===== src/rtl/modinv_fermat_2969.sv =====
// Modular inverse in GF(Q) by Fermat: a^(Q-2) mod Q, computed with one
// square-or-multiply per cycle and Barrett reduction, behind valid/ready handshakes.
module modinv_fermat_2969 #(
   parameter int Q = 2969,
   parameter int W = 12
) (
   input  logic         clk,
   input  logic         rst_n,
   input  logic         in_valid,
   output logic         in_ready,
   input  logic [W-1:0] a,
   output logic         out_valid,
   input  logic         out_ready,
   output logic [W-1:0] inv,
   output logic         err
);

   localparam int K  = 2 * W;
   localparam int IW = $clog2(W);
   localparam logic [W-1:0]  E_VEC     = W'(Q - 2);
   localparam int            E_MSB     = $clog2(Q - 1) - 1;
   localparam logic [IW-1:0] IDX_START = IW'(E_MSB - 1);
   localparam logic [W-1:0]  Q_W       = W'(Q);
   localparam logic [K-1:0]  Q_K       = K'(Q);
   localparam logic [W+1:0]  BM        = (W+2)'((64'(1) << K) / Q);

   typedef enum logic [1:0] {IDLE, RUN, DONE} state_t;
   typedef enum logic {SQ, MUL} phase_t;

   state_t        state, state_n;
   phase_t        phase, phase_n;
   logic [IW-1:0] idx, idx_n;
   logic [W-1:0]  acc, acc_n;
   logic [W-1:0]  a_reg, a_reg_n;
   logic          err_r, err_n;
   logic [W-1:0]  mult_b;
   logic [K-1:0]  prod;
   logic [W-1:0]  red;

   // Quotient estimate undershoots by at most one, so one conditional subtract lands in [0, Q-1].
   function automatic logic [W-1:0] barrett(input logic [K-1:0] x);
      logic [3*W+1:0] t;
      logic [K-1:0]   q;
      logic [K-1:0]   r;
      t = {{(W+2){1'b0}}, x} * {{K{1'b0}}, BM};
      q = K'(t >> K);
      r = x - q * Q_K;
      if (r >= Q_K) r = r - Q_K;
      return W'(r);
   endfunction

   assign mult_b = (phase == SQ) ? acc : a_reg;
   assign prod   = {{W{1'b0}}, acc} * {{W{1'b0}}, mult_b};
   assign red    = barrett(prod);

   always_comb begin
      state_n = state;
      phase_n = phase;
      idx_n   = idx;
      acc_n   = acc;
      a_reg_n = a_reg;
      err_n   = err_r;
      case (state)
         IDLE: begin
            if (in_valid) begin
               a_reg_n = a;
               if (a != '0 && a < Q_W) begin
                  acc_n   = a;
                  idx_n   = IDX_START;
                  phase_n = SQ;
                  err_n   = 1'b0;
                  state_n = RUN;
               end else begin
                  acc_n   = '0;
                  err_n   = 1'b1;
                  state_n = DONE;
               end
            end
         end
         RUN: begin
            acc_n = red;
            // A set exponent bit means the square is followed by a multiply at the same index.
            if (phase == SQ && E_VEC[idx]) begin
               phase_n = MUL;
            end else begin
               phase_n = SQ;
               if (idx == '0) state_n = DONE;
               else           idx_n   = idx - 1'b1;
            end
         end
         DONE: begin
            if (out_ready) state_n = IDLE;
         end
         default: state_n = IDLE;
      endcase
   end

   always_ff @(posedge clk or negedge rst_n) begin
      if (!rst_n) begin
         state <= IDLE;
         phase <= SQ;
         idx   <= '0;
         acc   <= '0;
         a_reg <= '0;
         err_r <= 1'b0;
      end else begin
         state <= state_n;
         phase <= phase_n;
         idx   <= idx_n;
         acc   <= acc_n;
         a_reg <= a_reg_n;
         err_r <= err_n;
      end
   end

   assign in_ready  = (state == IDLE);
   assign out_valid = (state == DONE);
   assign inv       = acc;
   assign err       = err_r;

endmodule


===== config.mk =====
export PLATFORM = sky130hd
export DESIGN_NAME = modinv_fermat_2969
export DESIGN_NICKNAME = d
export VERILOG_FILES = /design/src/rtl/modinv_fermat_2969.sv
export SDC_FILE = /design/constraint.sdc
export NUM_CORES = 1
export LEC_CHECK = 0
export CAP_MARGIN = 20
export CORE_UTILIZATION = 45
export CTS_BUF_LIST = sky130_fd_sc_hd__clkbuf_4 sky130_fd_sc_hd__clkbuf_8 sky130_fd_sc_hd__clkbuf_16
export DETAILED_ROUTE_END_ITERATION = 10
export GPL_TIMING_DRIVEN = 0
export PLACE_DENSITY = 0.67
export SYNTH_ARGS = -nofsm -noshare
export SYNTH_HDL_FRONTEND = slang
export SYNTH_SLANG_ARGS = --single-unit

===== constraint.sdc =====
create_clock -name clk -period 20.2 [get_ports clk]
set_clock_uncertainty 0.1 [all_clocks]
set_input_delay 3.03 -clock clk [delete_from_list [all_inputs] [get_ports clk]]
set_output_delay 3.03 -clock clk [all_outputs]
set_load 0.005 [all_outputs]

### Yosys cells after proc, flatten, opt, wreduce, memory -nomap -nowiden

Memory sizes are Yosys's and may differ from the RTL's.
Cells that the tools add are included.
Widths: inputs -> output; s select.

* add/subtract/negate cells: 3
* multiply operators: 3
* $lt $le $gt $ge: 3
* eq/ne operators: 8
* multiplexer cells: 22
* bitwise logic cells: 1
* reductions and logical operators: 11

Operator list (number)
* $mux 12: 4
* $mul 24x12->36 const B: 1
* $ge 24x12->1 const B: 1
* $mul 12x12->24: 1
* $mul 13x12->24 const B: 1
* $pmux 12 s2: 1
* $sub 24x24->24: 1
* $mux 4: 4
* $lt 12x12->1 const B: 1
* $reduce_bool 12->1: 1
* $sub 12x12->12 const B: 1
* $mux 2: 5
* $ne 2x2->1 const B: 4
* $pmux 4 s2: 1
* $pmux 2 s3: 1
* $lt 4x5->1 const B: 1
* $mux 1: 5
* $reduce_and 5->1: 1
* $logic_not 4->1: 1
* $ne 2x1->1 const B: 2
* $reduce_and 2->1: 2
* $reduce_and 4->1: 1
* $sub 4x1->4 const B: 1
* $reduce_and 3->1: 1
* other kinds (7): 8

* bits in registers: 32
* memory bits (read-only): 16
* input bits: 16
* output and inout bits: 15
* word-level logic and storage cells: 58
* memories kept: 1

Memories
* (name not given): depth 16, width 1, read ports 1, clocked after Yosys merged registers in 0, wr ports 0, RTL line 83 `if (phase == SQ && E_VEC[idx]) begin`

### Longest topological paths before layout

Gate-level depths: netlist of the first run.

* depth in word-level cells: 8
* depth in mapped cells: 64
* mapped depth without buffers: 61

### Worst setup path after synthesis of the first run

No wires, ideal clock.

* kind: reg2reg
* start: register phase
* end: register acc[9], in the netlist inv[9]
* library setup time: 131 ps
* arrival: 14330 ps
* data required time: 19969 ps
* path slack: 5638 ps
* stages on the path, launching flop included: 54
* buffers on the path: 3
* period minus slack after synthesis: 14562 ps
* path through: dfrtp_1 > buf_2 > buf_1 > mux2_2 > clkbuf_1 > nand2_1 > fa_1 > fa_1 > inv_1 > fa_1 > fa_1 > fa_1 > ha_1 > o21ai_0 > o21ai_0 > inv_1 > ha_1 > fa_1 > (+18 left out) > fa_1 > fa_1 > inv_1 > fa_1 > inv_1 > ha_1 > a21oi_2 > a21oi_1 > o21ai_0 > a21oi_1 > a311oi_4 > xor2_1 > o2111ai_1 > nor4_4 > nand2b_1 > mux2i_4 > nor4b_1 > or3_1

* cells in the longest elaborated chain, start to end: 8
* elaborated cells on any way between the ends: 9
* classes of those cells: add/sub (2); mul (3); order compare (1); mux (3)

Ends and longest elaborated chain
* start: declaration: RTL line 31 `phase_t phase, phase_n;`
* start signal: assignment: RTL line 108 `phase <= phase_n;`
* $mux 12 (*): RTL line 52 `assign mult_b = (phase == SQ) ? acc : a_reg;`
* $mul 12x12->24 (*): RTL line 53 `assign prod = {{W{1'b0}}, acc} * {{W{1'b0}}, mult_b};`
* $mul 24x12->36: RTL line 45 `t = {{(W+2){1'b0}}, x} * {{K{1'b0}}, BM};`
* $mul 13x12->24: RTL line 47 `r = x - q * Q_K;`
* $sub 24x24->24 (*): RTL line 47
* $ge 24x12->1 or $sub 12x12->12 (tied branches): RTL line 48 `if (r >= Q_K) r = r - Q_K;`
* $mux 12 (*): RTL line 48
* $pmux 12 s2 (*): RTL line 63 `case (state)`
* end signal: assignment: RTL line 110 `acc <= acc_n;`
* end: declaration: RTL line 33 `logic [W-1:0] acc, acc_n;`

Mark *: on every way between the ends. The rest lies on a longest branch, timed or not.
A chain may end at the register's enable or synchronous reset.

### Worst setup path in the final report of the first run

Ends and elaborated chain as after synthesis.

==> results of run 1 <==
synthesized netlist by cell type, types with 4 or more instances:
cell	n
a211o_1	4
and3_1	9
and2_1	52
a21o_1	23
dfrtp_1	32
a211oi_1	6
o21ai_0	37
nand4_1	5
mux2i_1	6
clkbuf_1	36
nand2_1	130
nor2_1	50
fa_1	218
xor2_1	33
a21oi_2	6
inv_1	389
nand3_1	19
o21bai_1	8
o21a_1	9
a21oi_1	80
nor2b_1	6
mux2_2	22
nor3_1	16
ha_1	263
o21ai_1	6
xnor2_1	46
o211ai_1	5
nand2b_1	10
cells in the final DEF, fill, tap and decap left out, drive strengths merged, types with 3 or more instances in the layout:
cell	netlist	layout
a211o	5	5
a211oi	6	6
a21boi	4	4
a21o	23	23
a21oi	86	86
a31oi	3	3
and2	53	53
and3	9	9
buf	4	6
clkbuf	36	44
clkdlybuf4s50	0	29
dfrtp	32	32
fa	218	218
ha	263	263
inv	390	390
mux2	22	22
mux2i	7	7
nand2	130	130
nand2b	10	10
nand3	19	19
nand3b	3	3
nand4	5	5
nor2	50	50
nor2b	6	6
nor3	16	16
nor4	5	5
o2111ai	3	3
o211ai	7	7
o21a	9	9
o21ai	44	44
o21bai	8	8
or3	3	3
xnor2	47	47
xor2	33	33
worst max-delay path, delay by kind of cell, from the launching register on:
kind | cells | cell delay, ps
buf+inv | 13 | 1810
fa+ha+maj | 16 | 7310
compound gates | 12 | 2330
simple gates | 11 | 2900
xor+xnor | 3 | 1750
mux | 2 | 780
flops | 1 | 310
cells by family after synthesis:
group,after synthesis,share of synthesized area [%]
AOI/OAI and AO/OA,220,10.3
xor gates and xnor gates,81,5.25
adders and majority gates,481,54.2
buffers and inverters,430,11.4
DFF,32,5.67
muxes,29,2.34
and+or+nand+nor,315,10.8
metrics by stage:
step	std cells	utilization (%)	setup WS, ps	area, um2
after floorplan	1588	-	5640	14100
after global placement	2014	48.5	2800	14900
after detailed placement	2015	48.5	2880	14900
after CTS	2023	49.0	2830	15100
after global routing	2023	49.0	1710	15100
final	2023	49.0	2800	15100
worst min-delay path by stage:
stage	from	endpoint	cells after the start
floorplan	err	err	2
global placement	err	err	2
detailed placement	err	err	2
CTS	err	err	2
global route	a_reg[1]	a_reg[1]	1
finish	err	err	2
cell type report:
type	count	area [um2]
fill	2959	15700
inverter	390	1460
buffer	40	153
multi-input combinational	1126	11700
timing repair buffer	31	303
tap	396	495
clock buffer	8	154
sequential	32	801
layer usage:
metal	vias to the layer above	track usage, %	wire length, um
met4	0	3.75	485
met2	223	36.0	15300
met1	5256	31.5	15400
met5	-	0	0
li1	5095	-	-
met3	39	1.46	1150
==> impl_metrics.json, run 1 <==
{
  "status": "finished clean",
  "synth_edf_count": 0,
  "start_util_pct": 45.9,
  "layout.nets": 2123,
  "syn_inst": 1588,
  "diodes": 0,
  "cp_slowest_stage_delay_ps": 840,
  "crit_type": "reg -> reg",
  "grt_overflow": 0,
  "yosysWarnings": 0,
  "synth_top_area_share_pct": 30.9,
  "ant_nets": 0,
  "clock_latency_ps": 280,
  "syn2layout_area_growth_pct": 6.74,
  "synth_top_flop_cell": "dfrtp_1",
  "regToRegSetupSlack_ps": 2800,
  "netlist_area_mm2": 0.0141,
  "die_w_um": 179,
  "globalplace.congestion": 0.911,
  "synth.area.top_cells": "fa_1 31%, ha_1 23%, inv_1 10%, dfrtp_1 5.7%, nand2_1 3.5%",
  "num_vias": 10600,
  "grt_pass1_wl_um": 55200,
  "ys_types": 69,
  "port_buffers": 30,
  "ctsHtreeMaxLevel": 2,
  "cts_hold_buf": 0,
  "post_drt_wl_per_cell_um": 16.0,
  "rsz0062_at_grt": "no",
  "max_cap_viol_count": 0,
  "fmax_ghz": 0.0575,
  "coreArea_mm2": 0.0307,
  "row_count": 64,
  "cts_sinks": 32,
  "relSlewSlack_pct": 27.3,
  "hold_viol": 0,
  "drv_slew": 0,
  "hold_path_class": "reg -> reg",
  "dieArea_mm2": 0.0321,
  "crit_path_end_kind": "flip-flop",
  "grt_pass1_vias": 11000,
  "crit_path_start_kind": "flip-flop",
  "worst_pin_slew_ps": 1080,
  "ys_ff_latch": 32,
  "antenna_found_initial": 0,
  "clkTransAtPathRegs_ps": 50,
  "drive_gt1_share_pct": 3.50,
  "crit_slowest_cell": "xnor2_1",
  "finalCriticalPeriod_ps": 17400,
  "cts_setup_buffers": 0,
  "drcViolationCount": 0,
  "rr_endpoint": "inv[9]",
  "cts_tree": "built",
  "vias_per_cell": 5.25,
  "drt_first_pass_iters": 5,
  "path_max_fanout": 10,
  "numCtsBuffers": 5,
  "yosys.area.top_type": "fa_1",
  "crit_path_start": "phase",
  "avgSynthCellArea_um2": 8.89,
  "whs_ps": 396,
  "io_pins": 31,
  "drt_iter0_markers": 484,
  "yosysSeqAreaShare_pct": 5.67,
  "critPathCapture": "inv[9]",
  "fp.dieH_um": 179,
  "min_period_over_period_pct": 86.1,
  "worstPathArrival_ps": 17450,
  "setup_tns_ps": 0,
  "synthArstFlopShare_pct": 100,
  "r2r_start": "phase",
  "cp_common_cell": "fa_1",
  "grt_max_degree": 33,
  "synth_nets": 2085,
  "final-setup-viol-count": 0,
  "crit_required_ps": 20250,
  "reg2reg_depth": 57,
  "cts_resized": 0,
  "drt-total-wl_um": 32300,
  "grt_usage_pct": 21.8,
  "cts_root_buf": "clkbuf_16",
  "clk_path_buf_depth": 2,
  "dp_hpwl_um": 28100
}
Power of run 1 is not shown: default switching activity piles up to over one toggle a cycle in this logic, so the estimate is an artifact.
==> run 2: changes to the inputs <==
--- a/config.mk
+++ b/config.mk
@@ -9,6 +9,7 @@
 export CORE_UTILIZATION = 45
 export CTS_BUF_LIST = sky130_fd_sc_hd__clkbuf_4 sky130_fd_sc_hd__clkbuf_8 sky130_fd_sc_hd__clkbuf_16
 export DETAILED_ROUTE_END_ITERATION = 10
+export GPL_ROUTABILITY_DRIVEN = 0
 export GPL_TIMING_DRIVEN = 0
 export PLACE_DENSITY = 0.67
 export SYNTH_ARGS = -nofsm -noshare
==> constraint.sdc (replaced) <==
create_clock -name clk -period 20.1 [get_ports clk]
set_clock_uncertainty 0.1 [all_clocks]
set_input_delay 3.015 -clock clk [delete_from_list [all_inputs] [get_ports clk]]
set_output_delay 3.015 -clock clk [all_outputs]
set_load 0.005 [all_outputs]
==> results of run 2 <==
Same layout as run 1 (identical final DEF). Status: finished clean.
Among the figures that moved: setup slack after placement 2880 ps -> 2780 ps; setup slack after layout 2800 ps -> 2700 ps; register-to-register setup slack 2800 ps -> 2700 ps
Power of run 2 is left out for the same reason.
==> run 3: changes to the inputs <==
--- a/config.mk
+++ b/config.mk
@@ -12,6 +12,7 @@
 export GPL_ROUTABILITY_DRIVEN = 0
 export GPL_TIMING_DRIVEN = 0
 export PLACE_DENSITY = 0.67
+export SETUP_SLACK_MARGIN = 0.4
 export SYNTH_ARGS = -nofsm -noshare
 export SYNTH_HDL_FRONTEND = slang
 export SYNTH_SLANG_ARGS = --single-unit
==> results of run 3 <==
Same layout as run 1 (identical final DEF). Status: finished clean.
Among the figures that moved: setup slack after placement 2880 ps -> 2780 ps; setup slack after layout 2800 ps -> 2700 ps; register-to-register setup slack 2800 ps -> 2700 ps
Power of run 3 is left out for the same reason.
